[config.mk]
export PLATFORM = sky130hd
export DESIGN_NAME = alarm_controller
export DESIGN_NICKNAME = d
export VERILOG_FILES = /design/src/rtl/alarm_controller.sv
export SDC_FILE = /design/constraint.sdc
export NUM_CORES = 1
export LEC_CHECK = 0
export ABC_AREA = 1
export BUFFER_PORTS_ARGS = -buffer_cell sky130_fd_sc_hd__buf_2
export CORE_ASPECT_RATIO = 1.25
export CORE_MARGIN = 1.5
export CORE_UTILIZATION = 30
export CTS_CLUSTER_DIAMETER = 120
export DETAILED_ROUTE_END_ITERATION = 8
export SYNTH_ARGS = -nofsm -noshare
export SYNTH_HDL_FRONTEND = slang
export SYNTH_SLANG_ARGS = --single-unit
export TNS_END_PERCENT = 10
[constraint.sdc]
create_clock -name Clk -period 4.48 [get_ports Clk]
set_input_delay 0.224 -clock Clk [delete_from_list [all_inputs] [get_ports Clk]]
set_output_delay 0.224 -clock Clk [all_outputs]
set_load 0.02 [all_outputs]
[src/rtl/alarm_controller.sv]
// alarm_controller: compares the running BCD time against a stored alarm time and runs the
// ring / snooze / stop sequence that drives the buzzer. All timing is in whole seconds,
// counted on the 1 Hz SEC_TICK enable pulse.
//
// Ports:
//   Clk       system clock, all logic on posedge
//   Clr       synchronous reset, active-low
//   SEC_TICK  1-cycle pulse, once per second
//   HR_T/HR_U/MIN_T/MIN_U  current time digits (BCD)
//   ALM_IN    alarm time {HR_T,HR_U,MIN_T,MIN_U}, loaded when LD_ALM is high
//   LD_ALM    load ALM_IN into the alarm register
//   ALM_EN    alarm armed (level)
//   SNOOZE    snooze request, acted on only while ringing
//   STOP      stop request, acted on while ringing or snoozing
//   BUZZ      buzzer drive (registered)
//   RINGING   alarm is ringing
//   SNOOZING  alarm is snoozing
//   ALM_TIME  stored alarm time
//
// Build option: define ALARM_BEEP_EN for a 1 s on / 1 s off beep while ringing;
// left undefined, BUZZ is a steady tone equal to RINGING.
module alarm_controller #(
  parameter int unsigned RING_SECS   = 60,
  parameter int unsigned SNOOZE_SECS = 540
) (
  input  logic        Clk,
  input  logic        Clr,
  input  logic        SEC_TICK,
  input  logic [1:0]  HR_T,
  input  logic [3:0]  HR_U,
  input  logic [2:0]  MIN_T,
  input  logic [3:0]  MIN_U,
  input  logic [12:0] ALM_IN,
  input  logic        LD_ALM,
  input  logic        ALM_EN,
  input  logic        SNOOZE,
  input  logic        STOP,
  output logic        BUZZ,
  output logic        RINGING,
  output logic        SNOOZING,
  output logic [12:0] ALM_TIME
);

  typedef enum logic [1:0] {
    StIdle = 2'd0,
    StRing = 2'd1,
    StSnz  = 2'd2
  } state_e;

  localparam logic [9:0] RingLast = 10'(RING_SECS - 1);
  localparam logic [9:0] SnzInit  = 10'(SNOOZE_SECS);

  state_e      state_q, state_d;
  logic [9:0]  ring_cnt_q, ring_cnt_d;
  logic [9:0]  snz_cnt_q, snz_cnt_d;
  logic [12:0] alm_time_q, alm_time_d;
  logic        match_q, match_d;
  logic        buzz_q, buzz_d;

  logic [12:0] cur_time;
  logic        match;
  logic        trigger;

  assign cur_time = {HR_T, HR_U, MIN_T, MIN_U};
  assign match    = (alm_time_q == cur_time);
  // Ring only on entry into the matching minute, not for the whole minute.
  assign trigger  = match & ~match_q;

  always_comb begin
    state_d    = state_q;
    ring_cnt_d = ring_cnt_q;
    snz_cnt_d  = snz_cnt_q;
    alm_time_d = alm_time_q;
    match_d    = match;

    if (LD_ALM) begin
      alm_time_d = ALM_IN;
      state_d    = StIdle;
      // Compare against the new alarm so loading the current time does not ring at once.
      match_d    = (ALM_IN == cur_time);
    end else if (!ALM_EN) begin
      state_d = StIdle;
    end else if (STOP && (state_q != StIdle)) begin
      state_d = StIdle;
    end else if (SNOOZE && (state_q == StRing)) begin
      state_d   = StSnz;
      snz_cnt_d = SnzInit;
    end else begin
      case (state_q)
        StIdle: begin
          if (trigger) begin
            state_d    = StRing;
            ring_cnt_d = '0;
          end
        end
        StRing: begin
          if (SEC_TICK) begin
            if (ring_cnt_q == RingLast) begin
              state_d = StIdle;
            end else begin
              ring_cnt_d = ring_cnt_q + 10'd1;
            end
          end
        end
        StSnz: begin
          if (SEC_TICK) begin
            if (snz_cnt_q == 10'd1) begin
              state_d    = StRing;
              ring_cnt_d = '0;
            end else begin
              snz_cnt_d = snz_cnt_q - 10'd1;
            end
          end
        end
        default: state_d = StIdle;
      endcase
    end
  end

  always_comb begin
    buzz_d = 1'b0;
`ifdef ALARM_BEEP_EN
    if (state_d == StRing) begin
      if (state_q != StRing) begin
        buzz_d = 1'b1;
      end else if (SEC_TICK) begin
        buzz_d = ~buzz_q;
      end else begin
        buzz_d = buzz_q;
      end
    end
`else
    buzz_d = (state_d == StRing);
`endif
  end

  always_ff @(posedge Clk) begin
    if (!Clr) begin
      state_q    <= StIdle;
      ring_cnt_q <= '0;
      snz_cnt_q  <= '0;
      alm_time_q <= '0;
      match_q    <= 1'b1;
      buzz_q     <= 1'b0;
    end else begin
      state_q    <= state_d;
      ring_cnt_q <= ring_cnt_d;
      snz_cnt_q  <= snz_cnt_d;
      alm_time_q <= alm_time_d;
      match_q    <= match_d;
      buzz_q     <= buzz_d;
    end
  end

  assign BUZZ     = buzz_q;
  assign RINGING  = (state_q == StRing);
  assign SNOOZING = (state_q == StSnz);
  assign ALM_TIME = alm_time_q;

endmodule

==> results of run 1 <==
[flip-flops by register name (all words and copies together), names as in the netlist]
name,flops
snz_cnt_q,10
match_q,1
ALM_TIME,13
BUZZ,1
state_q,2
ring_cnt_q,10
[tightest hold or removal path, delay by kind of cell]
| kind | cells | cell delay, ps |
|---|---|---|
| compound gates | 1 | 60 |
| buf+inv | 2 | 160 |
[cell usage in the layout (no fill, tap or decap), types with 5 or more instances in the layout]
master	count
nor3_1	5
inv_1	45
nand4_1	6
nand2_1	84
dfxtp_1	37
nand3_1	29
a21oi_1	31
clkbuf_8	6
xor2_1	14
xnor2_1	8
o21ai_0	14
nor2_1	42
buf_2	48
[layer usage]
layer	vias to the layer above	wire, microns	global-route usage, %
met2	55	2630	25.3
met3	2	338	3.24
met1	1000	2540	17.3
li1	1231	-	-
met4	0	40	5.35
met5	-	0	0
[where the power goes]
group,internal (W),total (W),switching (W)
Sequential,0.000337,0.000345,0.00000722
Combinational,0.0000352,0.0000921,0.0000569
Clock,0.000122,0.000238,0.000116
[worst max-delay path by stage]
stage                  startpoint             to  depth (start not counted)  slack [ps]
global route        ring_cnt_q[0]  ring_cnt_q[2]                          9        2350
CTS                 ring_cnt_q[0]  ring_cnt_q[8]                          9        2580
finish               snz_cnt_q[2]  ring_cnt_q[6]                          8        2560
global placement           LD_ALM  ring_cnt_q[7]                          9        2410
floorplan              state_q[1]   snz_cnt_q[0]                          9        2950
detailed placement         LD_ALM  ring_cnt_q[6]                          9        2350
[layout make-up]
cell class                      instances  area share (%)
Tap cell                               92            4.23
Inverter                               52            7.44
Clock buffer                            7            3.17
Sequential cell                        37            27.2
Multi-Input combinational cell        261            49.1
Timing Repair Buffer                   48            8.82
[cell families (layout without fill, tap and decap cells)]
group | count (synthesis) | count (layout) | share of synthesized area (%)
buffers and inverters | 60 | 107 | 10.6
and+or+nand+nor | 180 | 180 | 35.0
AOI/OAI and AO/OA | 56 | 56 | 12.7
DFF | 37 | 37 | 31.9
xor gates and xnor gates | 22 | 22 | 8.29
adders and majority gates | 3 | 3 | 1.62
[metrics by stage]
| step | util (%) | instance area [sq um] | hold slack (ps) | power [W] | setup WS [ps] |
|---|---|---|---|---|---|
| CTS | 36.6 | 2720 | 187 | 0.000683 | 2580 |
| detailed placement | 35.4 | 2640 | 459 | 0.000445 | 2350 |
| finish | 36.6 | 2720 | 198 | 0.000674 | 2560 |
| global route | 36.6 | 2720 | 213 | 0.000705 | 2350 |
| floorplan | - | 2320 | 359 | 0.000407 | 2950 |
| global placement | 35.4 | 2640 | 454 | 0.000444 | 2410 |
==> metrics, run 1 <==
post-DP HPWL=about 4.3 mm; chip height=101 microns; GRT Residual Overflow=0; IO Count=49; Synth area leaders=dfxtp_1, nand2_1, inv_1; max cap viols=0; GRT Total Usage=roughly 15%; crit path kind=flop to flop; clk_skew=around 5.6 ps; # rows=35; Placer Congestion=0.790; most used flip-flop cell after synthesis=dfxtp_1; Post-CTS Resized=0; Worst-Margin Slew=slightly above 700 ps; footprint of the multi-input gates=about 1300 sq um; Inserted Diodes=0; outcome=finished, final reports clean; drt initial violations=114; die width=a little over 80 microns; Setup Viol. Count Final=0; max incr delay on CP=390 ps; total core area=roughly 7400 sq um; Worst Path Required=about 4600 ps; pwr/cell area=between 200 and 250 nW/um^2; H-Tree Depth=2; most common cell in the netlist=nand2_1; drt drc=0; worst-case clock buffer depth=2; Lkg Pwr=~1.2 nW; top cell type's share of synthesized area=31.9%; Vias/cell=around 4.6; fin crit share=42.8%; maximum fanout along the worst path=11; DR WL/cell=11.2 microns; P&R area growth vs syn=17.2%; worst hold stages=3; top post-synthesis cells by count=nand2_1, inv_1, nor2_1; FFs w/ async S/R, synth=0%; initial antenna violation count=0; latest clock arrival within the worst-skew pair=290 ps; Synth Cell Area=2320 sq um; Yosys top cell by area=dfxtp_1; TritonCTS buffer count=5; Post-synth EDFFs=0; Seq/Total Area, Yosys=between 30% and 40%; DRT Pass-1 Iters=4; vias=around 2,300; Initial Utilization=between 30% and 40%; Root Buffer=clkbuf_8; final WL=roughly 5.5 mm; # Post-CTS Setup Buffers=0; setup TNS=0 ps; worst reg2reg path startpoint=snz_cnt_q[2]; FF-to-FF path depth=8; Hold-fix buffers, CTS=0; origin of the worst min-delay path=ALM_IN[4]; crit end category=flop; CP startpoint kind=flop; syn_nets=between 300 and 400; Avg Inst Size Synth=6.49 sq um; DIE AREA=~8300 sq um; Synth Instances=approximately 360; clock-pin slew on the worst setup and hold paths=roughly 70 ps; YS warnings=0; CP dominant cell by count=nor2_2; Layout Cells excl Fill=about 500; largest net degree at the start of global routing=22; first-pass GRT wire length=between 9 and 10 mm; cells along the critical path=nor2_1 > nand3_1 > nor3_4 > nor2_2 > nor2_2 > nand2_2 > nand2_1 > a21oi_1; fin. max-slew vios=0; #FFs+latches synth=37; share of layout cells above drive strength 1=between 10% and 20%; Register Area=about 740 sq um; Min-Delay Path Class=input port to flop; Clock Sinks=37; Post-DRT Antenna Nets=0; critical path's top delay family=simple AND/OR/NAND/NOR gates; Fin. Hold Viols=0; Port Buffers=48; Crit Reg-Reg Endpoint=ring_cnt_q[6]; vias in the first global route=2,168; count of cell types in the netlist=37; Max-Slew Margin vs Limit=52.5%; RSZ-0062 raised after global routing=no; VDD IR-drop max=around 110 uV; # placed instances=490; CP max-delay cell=nor2_2; fin crit period=~1900 ps; reg-to-reg slack, setup=approximately 2600 ps; CP Buf/Inv Count=0; filler cell count=a little over 800; CTS tree=built; critical path data arrival time=2060 ps; hold endpoint=ALM_TIME[4]; Final #Nets=between 400 and 500; fmax=521 MHz
No activity file was read; power rests on OpenSTA's default activity.
==> run 2: changes to the inputs <==
--- a/config.mk
+++ b/config.mk
@@ -5,7 +5,7 @@
 export SDC_FILE = /design/constraint.sdc
 export NUM_CORES = 1
 export LEC_CHECK = 0
-export ABC_AREA = 1
+export ABC_AREA = 0
 export BUFFER_PORTS_ARGS = -buffer_cell sky130_fd_sc_hd__buf_2
 export CORE_ASPECT_RATIO = 1.25
 export CORE_MARGIN = 1.5
==> constraint.sdc (replaced) <==
create_clock -name Clk -period 1.59 [get_ports Clk]
set_input_delay 0.0795 -clock Clk [delete_from_list [all_inputs] [get_ports Clk]]
set_output_delay 0.0795 -clock Clk [all_outputs]
set_load 0.02 [all_outputs]
==> run 2 against run 1 <==
Net effect: final cell count decreased by 12%; clock power increased to 3.1 times the previous value; the run now ends with negative setup slack left; critical path depth decreased by 3; routed wire length increased by 1.2%; worst hold slack got worse by 130 ps; fmax increased by 0.27%; synthesized area decreased by 8.2%; global-route usage increased by 1.3 points; synthesized cell count decreased by 32%; worst setup slack got worse by 2900 ps; first-iteration DRC count decreased by 18%; non-clock buffer count increased by 59.
==> metrics, run 2 <==
VDD IR-drop max=356 uV (+230%); main combinational cell family by area after synthesis=simple AND/OR/NAND/NOR gates; DRT Pass-1 Iters=4 (unchanged); vias in the first global route=2,176 (+0.37%); GR Layer Usage met3=3.00% (-0.24 points); Clock Sinks=37 (unchanged); critical path data arrival time=2110 ps (+50 ps); Placer Congestion=0.793 (+0.39%); pwr/cell area=662 nW/um^2 (+170%); GRT Residual Overflow=0 (unchanged); Synth Instances=244 (-32%); Inserted Diodes=0 (unchanged); Post-synth EDFFs=0 (unchanged); Post-DRT Antenna Nets=0 (unchanged); post-DP HPWL=4.40 mm (+3.1%); vias=2,105 (-8.0%); syn_nets=280 (-29%); RSZ-0062 raised after global routing=yes; H-Tree Depth=2 (unchanged); #FFs+latches synth=37 (unchanged); Post-Synth XOR/XNOR Area=14.0% (+5.7 points); max reg flops=13 (unchanged); mux cell area share after synthesis=6.10% (+6.1 points); commonest non-fill, non-tap cells in the layout=buf_4, buf_2, dfxtp_1; first-pass GRT wire length=9.66 mm (+2.3%); filler cell count=692 (-15%); drt initial violations=93 (-18%); Root Buffer=clkbuf_8; Initial Utilization=30.7% (-0.46 points); met1 global-route usage=18.5% (+1.2 points); fin. max-slew vios=0 (unchanged); Worst-Margin Slew=386 ps (-326 ps); FFs w/ async S/R, synth=0% (unchanged); Compound-Gate Fraction of Synth Area=13.6% (+0.96 points); drt drc=0 (unchanged); most used flip-flop cell after synthesis=dfxtp_1; Synth area leaders=dfxtp_1, xor2_1, mux2i_1; CTS tree=built; Hold-fix buffers, CTS=0 (unchanged); Synth Cell Area=2130 sq um (-8.2%); Yosys top cell by area=dfxtp_1; Fin. Hold Viols=0 (unchanged); share of layout cells above drive strength 1=37.4% (+20 points); fin crit period=1910 ps (-5.19 ps); chip height=97.3 microns (-4.1%); Port Buffers=48 (unchanged); simple-gate area share of the yosys netlist=26.6% (-8.4 points); Min-Delay Path Class=input port to flop; DIE AREA=7620 sq um (-8.0%); YS warnings=0 (unchanged); # Post-CTS Setup Buffers=0 (unchanged); count of cell types in the netlist=46 (+24%); maximum fanout along the worst path=10 (-1); Seq/Total Area, Yosys=34.7% (+2.9 points); clk_skew=2.42 ps (-3.19 ps); largest net degree at the start of global routing=25 (+14%); worst-case clock buffer depth=2 (unchanged); outcome=finished, violations left; Worst Path Required=1780 ps (-2840 ps); Layout Utilization=43.8% (+7.2 points); Final #Nets=383 (-13%); crit path kind=flop to flop; top cell type's share of synthesized area=34.7% (+2.9 points); latest clock arrival within the worst-skew pair=290 ps (about the same); worst hold margin=71.9 ps (-127 ps); DR WL/cell=12.8 microns (+15%); CP startpoint kind=flop; TritonCTS buffer count=5 (unchanged); Max-Slew Margin vs Limit=73.9% (+21 points); GRT Total Usage=15.9% (+1.3 points); adder-cell share of the synthesized area=1.76% (+0.15 points); GRT busiest layer=met2; P&R area growth vs syn=42.5%; crit end category=flop; Avg Inst Size Synth=8.74 sq um (+35%); total core area=6930 sq um (-6.9%); top post-synthesis cells by count=dfxtp_1, xor2_1, nor2_1; max cap viols=0 (unchanged); IO Count=49 (unchanged); fin crit share=120% (+78 points); M2 GR Usage=28.6% (+3.3 points); Setup Viol. Count Final=12 (+12); initial antenna violation count=0 (unchanged); worst setup margin=-324 ps (-2880 ps); fmax=522 MHz (+0.27%); most common cell in the netlist=dfxtp_1; clock-pin slew on the worst setup and hold paths=80 ps (about the same); failing checks=negative setup slack; Vias/cell=4.81 (+4.4%); die width=78.4 microns (-4.1%); final WL=5.61 mm (+1.2%); # rows=34 (-2.9%); Lkg Pwr=1.35 nW (+9.9%); commonest non-fill, non-tap cell in the layout=buf_4
run 2: power breakdown:
group,switching (W),leakage (nW),internal [W]
Sequential,0.0000140,0.302,0.000947
Combinational,0.000151,0.993,0.000157
Clock,0.000348,0.0542,0.000392
Total,0.000513,1.35,0.00150
run 2: final cells by class:
type	count	area, sq um	share of cell area, %
Clock inverter	1	5.00	0.165
Sequential cell	37	744	24.5
Inverter	5	18.8	0.618
Clock buffer	7	96.3	3.17
Multi-Input combinational cell	191	1370	44.9
Tap cell	90	113	3.71
Timing Repair Buffer	107	696	22.9
run 2: cells by family after synthesis:
logic type,after synthesis
simple gates,103
compound gates,38
flops,37
xor+xnor,34
buf+inv,16
mux,13
fa+ha+maj,3
run 2: final timing paths:
check	startpoint	end	slack (ps)	cells after the start
max	ALM_TIME[11]	ring_cnt_q[1]	-320	5
min	ALM_IN[8]	ALM_TIME[8]	70	3
max reg2reg	ALM_TIME[11]	ring_cnt_q[1]	-320	5
min reg2reg	ring_cnt_q[9]	ring_cnt_q[9]	500	2
run 2: layer usage:
layer | wire length [microns] | part of all wire [%] | up-vias
met4 | 42 | 0.75 | 0
met5 | 0 | 0 | -
li1 | - | - | 1091
met2 | 2840 | 51 | 47
met3 | 223 | 4.0 | 4
met1 | 2510 | 45 | 963
run 2: worst max-delay path: stages (launching register included):
cell and delay [ps]:
dfxtp_2 330, xor2_1 160, or3_1 340, or4_4 510, a221o_1 350, o211a_1 120
run 2: timing repair:
action / in CTS / in global routing
gates resized for setup: 10 / 5
endpoints found under the setup margin: 18 / 23
pin swaps: 2 / 2
run 2: metrics by stage:
stage	total power [W]	setup WS [ps]	setup TNS, ps	instance area (sq um)	instances
2_1_floorplan	0.00113	-334	-4450	2130	244
3_5_place_dp	0.00129	-372	-3550	2900	431
5_1_grt	0.00211	-408	-3720	3040	438
3_3_place_gp	0.00129	-344	-3200	2900	431
6_report	0.00201	-324	-2690	3040	438
4_1_cts	0.00204	-379	-3350	3020	439
